File: src/rtl/coin_pkg.sv
// Coin acceptor shared definitions.
//   state_e   : controller states
//   COIN_*    : {sense_1, sense_2} sensor patterns used as coin identifiers
package coin_pkg;

  typedef enum logic [2:0] {
    IDLE,
    DEB,
    HELD,
    REJECT,
    JAM
  } state_e;

  localparam logic [1:0] COIN_NONE = 2'b00;
  localparam logic [1:0] COIN_1    = 2'b10;
  localparam logic [1:0] COIN_2    = 2'b01;
  localparam logic [1:0] COIN_BOTH = 2'b11;

endpackage

File: src/rtl/bit_sync.sv
// Two-flop synchroniser for one asynchronous level input.
//   clk, rst_n : clock, asynchronous active-low reset (flops reset to 0)
//   i_en       : advance enable; low holds both flops
//   i_d        : raw asynchronous input
//   o_q        : synchronised output
module bit_sync (
  input  logic clk,
  input  logic rst_n,
  input  logic i_en,
  input  logic i_d,
  output logic o_q
);

  logic r_meta;
  logic r_sync;

  always_ff @(posedge clk or negedge rst_n) begin
    if (!rst_n) begin
      r_meta <= 1'b0;
      r_sync <= 1'b0;
    end else if (i_en) begin
      r_meta <= i_d;
      r_sync <= r_meta;
    end
  end

  assign o_q = r_sync;

endmodule

File: src/rtl/coin_acceptor.sv
// Coin acceptor front end: synchronises and debounces the two optical coin sensors,
// issues one strobe per validated coin, drives the reject flap, flags sensor jams and
// keeps saturating per-denomination audit counters.
//   clk, rst_n      : clock, asynchronous active-low reset
//   i_ena           : global enable; low freezes all state, strobes forced low
//   i_sense_1/2     : raw asynchronous sensors (1-rupee / 2-rupee), high = coin present
//   i_accept_en     : accept coins when high, divert to reject when low
//   i_clr_counts    : synchronous clear of both counters (wins over an increment)
//   o_coin_1/2      : single-cycle accepted-coin strobes
//   o_reject_gate   : reject flap open
//   o_jam           : sensor jam flag
//   o_count_1/2     : saturating accepted-coin counters
module coin_acceptor
  import coin_pkg::*;
#(
  parameter int unsigned DEBOUNCE_CYCLES = 16,
  parameter int unsigned JAM_CYCLES      = 1024,
  parameter int unsigned CNT_W           = 8
) (
  input  logic             clk,
  input  logic             rst_n,
  input  logic             i_ena,
  input  logic             i_sense_1,
  input  logic             i_sense_2,
  input  logic             i_accept_en,
  input  logic             i_clr_counts,
  output logic             o_coin_1,
  output logic             o_coin_2,
  output logic             o_reject_gate,
  output logic             o_jam,
  output logic [CNT_W-1:0] o_count_1,
  output logic [CNT_W-1:0] o_count_2
);

  localparam int unsigned DW = (DEBOUNCE_CYCLES > 2) ? $clog2(DEBOUNCE_CYCLES) : 1;
  localparam int unsigned JW = (JAM_CYCLES > 2) ? $clog2(JAM_CYCLES) : 1;

  logic             w_s1;
  logic             w_s2;
  logic [1:0]       w_sense;
  logic             w_stable;
  logic             w_deb_done;
  logic             w_decide;
  logic             w_take_1;
  logic             w_take_2;

  state_e           r_state;
  logic [1:0]       r_cap;
  logic [DW-1:0]    r_deb;
  logic [JW-1:0]    r_jamc;
  logic             r_coin_1;
  logic             r_coin_2;
  logic             r_reject;
  logic             r_jam;
  logic [CNT_W-1:0] r_cnt_1;
  logic [CNT_W-1:0] r_cnt_2;

  bit_sync u_sync_1 (
    .clk   (clk),
    .rst_n (rst_n),
    .i_en  (i_ena),
    .i_d   (i_sense_1),
    .o_q   (w_s1)
  );

  bit_sync u_sync_2 (
    .clk   (clk),
    .rst_n (rst_n),
    .i_en  (i_ena),
    .i_d   (i_sense_2),
    .o_q   (w_s2)
  );

  assign w_sense = {w_s1, w_s2};

  // r_cap holds the pattern captured on state entry; after the DEB decision it is
  // COIN_NONE, so the same timer then measures the stable-low release time.
  assign w_stable   = (w_sense == r_cap);
  assign w_deb_done = (r_deb == DW'(DEBOUNCE_CYCLES - 1));
  assign w_decide   = (r_state == DEB) && w_stable && w_deb_done;
  assign w_take_1   = w_decide && i_accept_en && (r_cap == COIN_1);
  assign w_take_2   = w_decide && i_accept_en && (r_cap == COIN_2);

  always_ff @(posedge clk or negedge rst_n) begin
    if (!rst_n) begin
      r_state  <= IDLE;
      r_cap    <= COIN_NONE;
      r_deb    <= '0;
      r_jamc   <= '0;
      r_coin_1 <= 1'b0;
      r_coin_2 <= 1'b0;
      r_reject <= 1'b0;
      r_jam    <= 1'b0;
    end else if (i_ena) begin
      r_coin_1 <= w_take_1;
      r_coin_2 <= w_take_2;
      unique case (r_state)
        IDLE: begin
          if (w_sense != COIN_NONE) begin
            r_state <= DEB;
            r_cap   <= w_sense;
            r_deb   <= '0;
          end
        end
        DEB: begin
          if (!w_stable) begin
            r_state <= IDLE;
          end else if (w_deb_done) begin
            r_cap  <= COIN_NONE;
            r_deb  <= '0;
            r_jamc <= '0;
            if (w_take_1 || w_take_2) begin
              r_state <= HELD;
            end else begin
              r_state  <= REJECT;
              r_reject <= 1'b1;
            end
          end else begin
            r_deb <= r_deb + DW'(1);
          end
        end
        HELD, REJECT: begin
          if (w_stable) begin
            if (w_deb_done) begin
              r_state  <= IDLE;
              r_reject <= 1'b0;
            end else begin
              r_deb <= r_deb + DW'(1);
            end
          end else begin
            // Jam time accumulates over every coin-present cycle, not just a single run.
            r_deb <= '0;
            if (r_jamc == JW'(JAM_CYCLES - 1)) begin
              r_state  <= JAM;
              r_jam    <= 1'b1;
              r_reject <= 1'b1;
            end else begin
              r_jamc <= r_jamc + JW'(1);
            end
          end
        end
        JAM: begin
          if (w_stable) begin
            if (w_deb_done) begin
              r_state  <= IDLE;
              r_jam    <= 1'b0;
              r_reject <= 1'b0;
            end else begin
              r_deb <= r_deb + DW'(1);
            end
          end else begin
            r_deb <= '0;
          end
        end
        default: r_state <= IDLE;
      endcase
    end else begin
      r_coin_1 <= 1'b0;
      r_coin_2 <= 1'b0;
    end
  end

  always_ff @(posedge clk or negedge rst_n) begin
    if (!rst_n) begin
      r_cnt_1 <= '0;
      r_cnt_2 <= '0;
    end else if (i_ena) begin
      if (i_clr_counts) begin
        r_cnt_1 <= '0;
        r_cnt_2 <= '0;
      end else begin
        if (w_take_1 && (r_cnt_1 != '1)) r_cnt_1 <= r_cnt_1 + CNT_W'(1);
        if (w_take_2 && (r_cnt_2 != '1)) r_cnt_2 <= r_cnt_2 + CNT_W'(1);
      end
    end
  end

  // Gate with enable so a strobe already registered cannot be seen while frozen.
  assign o_coin_1      = r_coin_1 & i_ena;
  assign o_coin_2      = r_coin_2 & i_ena;
  assign o_reject_gate = r_reject;
  assign o_jam         = r_jam;
  assign o_count_1     = r_cnt_1;
  assign o_count_2     = r_cnt_2;

endmodule

File: config.mk
export PLATFORM = sky130hd
export DESIGN_NAME = coin_acceptor
export DESIGN_NICKNAME = d
export VERILOG_FILES = /design/src/rtl/coin_pkg.sv /design/src/rtl/bit_sync.sv /design/src/rtl/coin_acceptor.sv
export SDC_FILE = /design/constraint.sdc
export NUM_CORES = 1
export LEC_CHECK = 0
export ABC_AREA = 0
export CORE_ASPECT_RATIO = 0.75
export CORE_MARGIN = 8
export CORE_UTILIZATION = 39
export DETAILED_ROUTE_END_ITERATION = 16
export PLACE_DENSITY = 0.55
export SYNTH_ARGS = -nofsm -noshare
export SYNTH_HDL_FRONTEND = slang
export SYNTH_SLANG_ARGS = --single-unit
File: constraint.sdc
create_clock -name clk -period 2.7 [get_ports clk]
set_input_delay 0.27 -clock clk [delete_from_list [all_inputs] [get_ports clk]]
set_output_delay 0.27 -clock clk [all_outputs]
set_load 0.005 [all_outputs]
### Word-level counts from Yosys, hierarchy flattened

Cells that the tools add are included.

* flip-flop bits (word level): 43

* add/sub/neg operators: 4
* multiplexer cells: 42
* bitwise logic cells: 2
* equal/unequal tests: 23
* reductions and logical operators: 27

Operators by type and width (number)
* $mux 10: 4
* $mux 8: 4
* $mux 3: 7
* $mux 4: 5
* $pmux 10 s2: 1
* $ne 2x2->1 const B: 9
* $add 8x1->8 const B: 2
* $ne 8x8->1 const B: 2
* $reduce_and 5->1: 3
* $mux 1: 13
* $pmux 3 s4: 1
* $pmux 4 s3: 1
* $reduce_and 6->1: 2
* $reduce_bool 2->1: 6
* $add 10x1->10 const B: 1
* $eq 10x10->1 const B: 1
* $ne 3x3->1 const B: 3
* $logic_and 1x1->1: 7
* $reduce_and 7->1: 1
* $eq 3x2->1 const B: 2
* $mux 2: 3
* $reduce_bool 3->1: 2
* $add 4x1->4 const B: 1
* $eq 4x4->1 const B: 1
* other kinds (14): 16

### Longest topological paths before layout

Gate-level depths: netlist of run 1.

* depth in word-level cells: 10
* gate-level depth with buffers: 8
* depth with buffers taken out: 6

### Cells and area by module

Synthesis of run 1 repeated with hierarchy kept, for this count alone.

* cells, all modules: 264
* area total of the unflattened synthesis: 2536.2 sq um

By module, submodules not included
* coin_acceptor: cells an instance 256, instances 1, area each 2391.0 sq um, sequential area each 975.9 sq um
* bit_sync: cells an instance 4, instances 2, area each 72.6 sq um, sequential area each 50.0 sq um

### Worst setup path after synthesis of run 1

OpenSTA, ideal clock, no wires.

* path type: register to register
* from: register r_deb[0]
* to: register r_jamc[6]
* arrival: 1962 ps
* setup slack: 661 ps
* cell stages (with the launch flop): 8
* buffers on the path: 1
* clock period less this slack: 2039 ps
* cells stage by stage: dfrtp_1 > ha_1 > and3_1 > clkbuf_1 > nand4_1 > a221oi_2 > or4b_1 > a21oi_1

* word-level cells in the longest chain between the ends: 3

Ends and longest elaborated chain
* from (decl): line coin_acceptor.sv:49 `logic [DW-1:0] r_deb;`
* from (signal assigned): line coin_acceptor.sv:119 `r_deb <= r_deb + DW'(1);`
* from (signal assigned): line coin_acceptor.sv:128 `r_deb <= r_deb + DW'(1);`
* from (signal assigned): line coin_acceptor.sv:149 `r_deb <= r_deb + DW'(1);`
* $eq 4x4->1: line coin_acceptor.sv:79 `assign w_deb_done = (r_deb == DW'(DEBOUNCE_CYCLES - 1));`
* $ne 2x2->1 (no line)
* $reduce_and 6->1 (no line)
* to (signal assigned): line coin_acceptor.sv:138 `r_jamc <= r_jamc + JW'(1);`
* to (decl): line coin_acceptor.sv:50 `logic [JW-1:0] r_jamc;`

No other way between the ends.
A chain may end at the register's enable or synchronous reset.

### Worst setup path after layout of run 1

* from: register r_deb[0]
* to: register r_cnt_1[4], in the netlist o_count_1[4]

* word-level cells in the longest chain between the ends: 7

Ends and longest elaborated chain
* $eq 4x4->1: line coin_acceptor.sv:79
* $logic_and 1x1->1: line coin_acceptor.sv:80 `assign w_decide = (r_state == DEB) && w_stable && w_deb_done;`
* $logic_and 1x1->1 (2 in a row): line coin_acceptor.sv:81 `assign w_take_1 = w_decide && i_accept_en && (r_cap == COIN_1);`
* $logic_and 1x1->1: line coin_acceptor.sv:172 `if (w_take_1 && (r_cnt_1 != '1)) r_cnt_1 <= r_cnt_1 + CNT_W'(1);`
* $reduce_bool 2->1 (no line)
* $reduce_and 2->1 (no line)
* to (signal assigned): line coin_acceptor.sv:172
* to (decl): line coin_acceptor.sv:55 `logic [CNT_W-1:0] r_cnt_1;`

No other way between the ends.

==> results of run 1 <==
==> power groups by stage <==
stage,Combinational [mW],Sequential [mW],Clock (mW)
final,0.493,0.839,0.418
after global routing,0.556,0.858,0.463
after CTS,0.491,0.837,0.435
after detailed placement,0.490,0.849,0
after global placement,0.485,0.847,0
after floorplan,0.457,0.767,0
==> synthesized netlist by cell type, types with 3 or more instances <==
library cell,n,area [um2]
dfrtp_1,43,1076
nand2_1,24,90.09
nor2_1,20,75.07
nand3_1,18,90.09
a21oi_1,15,75.07
o21ai_0,15,75.07
nor3_1,11,55.05
nand4_1,10,62.56
clkbuf_1,9,33.78
inv_1,9,33.78
or4_1,8,60.06
o31ai_1,7,52.55
nor2b_1,6,37.54
o211ai_1,6,45.04
and2_1,5,31.28
and3_1,5,31.28
ha_1,4,50.05
mux2_2,4,45.04
a31oi_1,3,18.77
nand2b_1,3,18.77
o2bb2ai_1,3,26.28
or3_1,3,18.77
xnor2_1,3,26.28
xor2_1,3,26.28
==> sequential cells by signal (all words and copies together) (netlist names) <==
| signal | flops |
|---|---|
| u_sync_1.o_q | 1 |
| u_sync_2.r_meta | 1 |
| u_sync_2.o_q | 1 |
| r_deb | 4 |
| o_count_1 | 8 |
| r_coin_1 | 1 |
| o_count_2 | 8 |
| r_coin_2 | 1 |
| r_state | 3 |
| o_jam | 1 |
| u_sync_1.r_meta | 1 |
| o_reject_gate | 1 |
| r_jamc | 10 |
| r_cap | 2 |
==> path summary, 6_finish.rpt <==
check / start / to / slack, ns / cells after the start
worst max-delay path: r_deb[0] / o_count_1[4] / 0.43 / 6
worst min-delay path: rst_n / r_state[2] / 0.12 / 1
worst max register to register: r_deb[0] / o_count_1[4] / 0.43 / 6
worst min register to register: o_reject_gate / o_reject_gate / 0.51 / 1
max in group asynchronous: rst_n / r_cap[1] / 1.96 / 1
min in group clk: o_reject_gate / o_reject_gate / 0.51 / 1
==> layer usage <==
layer | global-route usage (%) | wire length (um)
met4 | 3.790 | 63
met5 | 0 | 0
met2 | 19.65 | 2694
met3 | 4.408 | 462
met1 | 19.53 | 3218
==> per-stage QoR <==
step	std cells	utilization (%)	cell area, um2
final	399	46.00	3068
after global routing	399	46.00	3068
after CTS	399	46.00	3068
after detailed placement	391	44.73	2983
after global placement	391	44.73	2983
after floorplan	287	-	2636
==> area by class of cell <==
| cell class | instances | area (um2) | area share [%] |
|---|---|---|---|
| multi-input combinational | 221 | 1453 | 47.35 |
| timing repair buffer | 34 | 315.3 | 10.28 |
| inverter | 9 | 33.78 | 1.101 |
| clock buffer | 6 | 72.57 | 2.365 |
| tap | 84 | 105.1 | 3.426 |
| clock inverter | 2 | 12.51 | 0.4078 |
| sequential | 43 | 1076 | 35.07 |
==> kinds of logic after synthesis <==
group / share of synthesized area [%]
xor+xnor: 4.462
fa+ha+maj: 1.899
simple gates: 27.58
flops: 40.82
compound gates: 19.08
mux: 2.088
buf+inv: 4.082
==> key figures, run 1 <==
Yosys
  • Post-Synthesis Cells: 287
  • Top FF cell, synth: dfrtp_1
  • Synth warn: 0
  • Mapped Area: 2636 um2
  • Synth Area per Inst: 9.186 um2
  • Post-synth EDFFs: 0
  • Fraction of the yosys area taken by sequential cells: 40.82%
  • #FFs+latches synth: 43
  • Asr flop ratio synth: 100.0%
  • Count of cell types in the netlist: 59
  • Syn nets: 298

Clock tree
  • Post_cts resized: 0
  • TritonCTS Buffers: 5
  • H-tree Lvls: 2
  • CTS Sinks: 43
  • Worst skew pair latency: 0.30 ns
  • # Post-CTS Setup Buffers: 0
  • Clk slew on worst S/H paths: 0.09 ns
  • Hold_buf cts: 0
  • Clk buf depth: 2
  • CTS tree: yes
  • Clock root buffer: clkbuf_8

Timing
  • Max Slew Vio Count: 0
  • Final Critical Period: 2.270 ns
  • RSZ-0062 raised after global routing: false
  • Setup TNS: 0 ns
  • Worst-Margin Slew: 0.9883 ns
  • Clk_skew: 0.01038 ns
  • Fmax: 0.4405 GHz
  • Max_slew headroom: 34.11%
  • Final worst setup slack: 0.4300 ns
  • Tcrit/Tclk final: 84.07%
  • # setup viols final: 0
  • Worst hold slack: 0.1229 ns
  • Final Hold Fails: 0

Die
  • Area of the die: 9674 um2
  • Rows: 26
  • DIE WIDTH: 110.9 um
  • Die Ht: 87.20 um
  • Core area: 6669 um2
  • Initial Utilization: 39.53%
  • Ports: 27

Setup path
  • Startpoint type of the worst setup path: flop
  • CP top delay family: simple AND/OR/NAND/NOR gates
  • Critical Path, Cell by Cell: ha_1 > nand3_2 > nor4_4 > nand4b_2 > or4_1 > a21oi_1
  • Setup crit end kind: flop
  • Worst-path maximum fanout: 7
  • Slowest CP cell: nor4_4
  • Worst path buffer plus inverter count: 0
  • CP max stage delay: 0.53 ns
  • CP Data Required Time: 2.93 ns
  • Crit Path Category: reg2reg
  • Worst EP arrival: 2.50 ns

Placement
  • Post-place setup slack: 0.3670 ns
  • Placer Congestion: 0.8425
  • Port bufs: 26
  • DP Wirelength: 4567 um

Cells and area
  • Area delta synth->final: 16.37%
  • Commonest non-fill, non-tap cell in the layout: dfrtp_1
  • Nets: 325
  • Antenna cells: 0
  • Share of cells above drive strength 1: 9.841%
  • Most frequent cells in the layout: dfrtp_1 (43), clkdlybuf4s50_1 (25), nand2_1 (24)
  • FILL cells: 624

Hold path
  • Min-delay worst type: in2async

Power
  • Combinational power share: 28.2%
  • Power Internal: 1.105 mW
  • Net Switching: 0.6460 mW
  • Post-route total power: 1.751 mW
  • Power per Cell Area: 570.7 nW/um2
  • Switching Fraction: 36.89%
  • Clk pwr share: 23.9%
  • Pleak: 1.232 nW
  • Maximum VDD drop: 216.4 uV
  • Flop pwr share: 47.9%

Route
  • First-pass DRT Iterations: 4
  • Vias per cell: 5.717
  • DR DRC count: 0
  • Antenna-violating nets left: 0
  • WL final: 6439 um
  • WL per Instance: 16.14 um
  • Via count: 2,281
  • Starting DRT DRC Count: 131

Job
  • Number of max-cap violations: 0

Global route
  • First-pass GRT wire length: 10,950 um
  • Initial antenna violation count: 0
  • Total congestion overflow: 0
  • Largest net degree at the start of global routing: 44
  • GRT Overall Usage: 13.87%
  • Vias in the first global route: 2,156

Status
  • Status: complete, no violations
(Power assumes the default switching activity.)
==> inputs of run 2 (changes only) <==
clock period = 2.3 ns   (was 2.7 ns; I/O delays follow)
==> key figures, run 2 (synthesized netlist as in run 1, its figures left out) <==
Setup path
  • Crit Path Category: reg2reg
  • Setup crit end kind: flop
  • Critical Path, Cell by Cell: nand4bb_1 > nor4_4 > o211ai_1 > buf_4 > a311o_1
  • Slowest CP cell: dfrtp_1
  • Worst Setup SP: r_state[1]
  • Worst-path maximum fanout: 7
  • Worst EP arrival: 2.34 ns
  • R2R cell count: 5
  • Startpoint type of the worst setup path: flop
  • Worst R2R Start: r_state[1]
  • CP max stage delay: 0.47 ns
  • R2R setup slack: 0.15 ns
  • Worst setup path end: o_count_2[2]
  • CP Data Required Time: 2.49 ns
  • End of the worst register-to-register path: o_count_2[2]

Die
  • Rows: 26
  • DIE WIDTH: 110.9 um
  • Core area: 6669 um2
  • Ports: 27
  • Initial Utilization: 39.53%
  • Die Ht: 87.20 um
  • Area of the die: 9674 um2

Timing
  • Fmax: 0.4643 GHz
  • Tcrit/Tclk final: 93.64%
  • Final Hold Fails: 0
  • Clk_skew: 0.008473 ns
  • Final Critical Period: 2.154 ns
  • Worst-Margin Slew: 0.4387 ns
  • RSZ-0062 raised after global routing: false
  • Setup TNS: 0 ns
  • Max Slew Vio Count: 0
  • # setup viols final: 0
  • Max_slew headroom: 70.76%

Placement
  • Port bufs: 26
  • Placer Congestion: 0.8191
  • Placed Instances: 405
  • DP Wirelength: 4955 um

Cells and area
  • Most frequent cells in the layout: dfrtp_1 (43), clkdlybuf4s50_1 (25), nand2_1 (24), buf_4 (24), nor2_1 (20)
  • Nets: 342
  • Max reg flops: 10
  • Area delta synth->final: 21.74%
  • Share of cells above drive strength 1: 14.16%
  • Cell Count, Final, Fillers Out: 416
  • FILL cells: 638
  • Top reg by flops: r_jamc
  • Commonest non-fill, non-tap cell in the layout: dfrtp_1
  • Antenna cells: 0

Clock tree
  • CTS tree: yes
  • Clk slew on worst S/H paths: 0.09 ns
  • Clock root buffer: clkbuf_8
  • CTS Sinks: 43
  • H-tree Lvls: 2
  • TritonCTS Buffers: 5
  • Worst skew pair latency: 0.29 ns
  • Clk buf depth: 2

Route
  • First-pass DRT Iterations: 4
  • WL per Instance: 16.25 um
  • Via count: 2,327
  • Vias per cell: 5.594
  • WL final: 6759 um
  • DR DRC count: 0
  • Starting DRT DRC Count: 129
  • Antenna-violating nets left: 0

Power
  • Power per Cell Area: 681.6 nW/um2
  • Clk pwr share: 21.8%
  • Maximum VDD drop: 252.0 uV
  • Net Switching: 0.7977 mW
  • Combinational power share: 35.5%
  • Power Internal: 1.390 mW
  • Pleak: 1.316 nW
  • Flop pwr share: 42.7%
  • Switching Fraction: 36.47%

Status
  • Status: complete, no violations

Global route
  • First-pass GRT wire length: 11,320 um
  • GRT Overall Usage: 14.19%
  • Vias in the first global route: 2,219
  • Initial antenna violation count: 0
  • Largest net degree at the start of global routing: 28
  • Total congestion overflow: 0

Hold path
  • Min-delay worst type: in2async

Job
  • Number of max-cap violations: 0
run 2: worst max-delay path, delay by kind of cell (launching register included):
kind | cells | cell delay [ns]
DFF | 1 | 0.47
and+or+nand+nor | 2 | 0.76
buffers and inverters | 1 | 0.22
AOI/OAI and AO/OA | 2 | 0.60
run 2: cell type report:
| class | instances | area, um2 | share of cell area (%) |
|---|---|---|---|
| inverters | 9 | 33.78 | 1.053 |
| multi-input cells | 221 | 1464 | 45.61 |
| well taps | 84 | 105.1 | 3.275 |
| repair buffers | 51 | 445.4 | 13.88 |
| flip-flops and latches | 43 | 1076 | 33.53 |
| clock inverters | 2 | 12.51 | 0.3899 |
| clock buffers | 6 | 72.57 | 2.261 |
run 2: what timing repair did:
| action | in CTS | in global routing |
|---|---|---|
| resized for setup | 0 | 1 |
| setup endpoints to repair | 0 | 4 |
| hold endpoints to repair | 16 | 0 |
| setup buffers | 0 | 2 |
| hold buffers | 1 | 0 |
run 2: worst min path at each step:
stage               start      endpoint  depth (start not counted)
finish              rst_n         o_jam                          2
global route        rst_n         o_jam                          2
CTS                 rst_n         o_jam                          2
detailed placement  rst_n    r_state[2]                          1
global placement    rst_n    r_state[2]                          1
floorplan           rst_n  o_count_1[0]                          0
run 2: layer usage:
| metal | part of all wire, % | global-route usage, % |
|---|---|---|
| met4 | 0.52 | 2.812 |
| met5 | 0 | 0 |
| met2 | 43 | 21.81 |
| met3 | 4.5 | 3.375 |
| met1 | 52 | 19.71 |
run 2: power groups by stage:
| stage | clock, mW | combinational, mW | sequential, mW |
|---|---|---|---|
| 2_1_floorplan | 0 | 0.537 | 0.900 |
| 4_1_cts | 0.502 | 0.758 | 0.927 |
| 6_report | 0.477 | 0.776 | 0.935 |
| 5_1_grt | 0.540 | 0.853 | 0.950 |
| 3_5_place_dp | 0 | 0.755 | 0.942 |
| 3_3_place_gp | 0 | 0.756 | 0.939 |
run 2: through the flow:
step / utilization (%) / hold WS, ns / setup slack, ns / total power [mW] / instance area [um2]
after floorplan: - / -0.06559 / 0.2607 / 1.437 / 2636
after global placement: 46.30 / 0.1781 / 0.1508 / 1.695 / 3088
after detailed placement: 46.30 / 0.1868 / 0.1370 / 1.696 / 3088
after CTS: 47.73 / 0.3985 / 0.1316 / 2.188 / 3183
after global routing: 48.12 / 0.4091 / 0.003097 / 2.343 / 3209
final: 48.12 / 0.3847 / 0.1463 / 2.188 / 3209
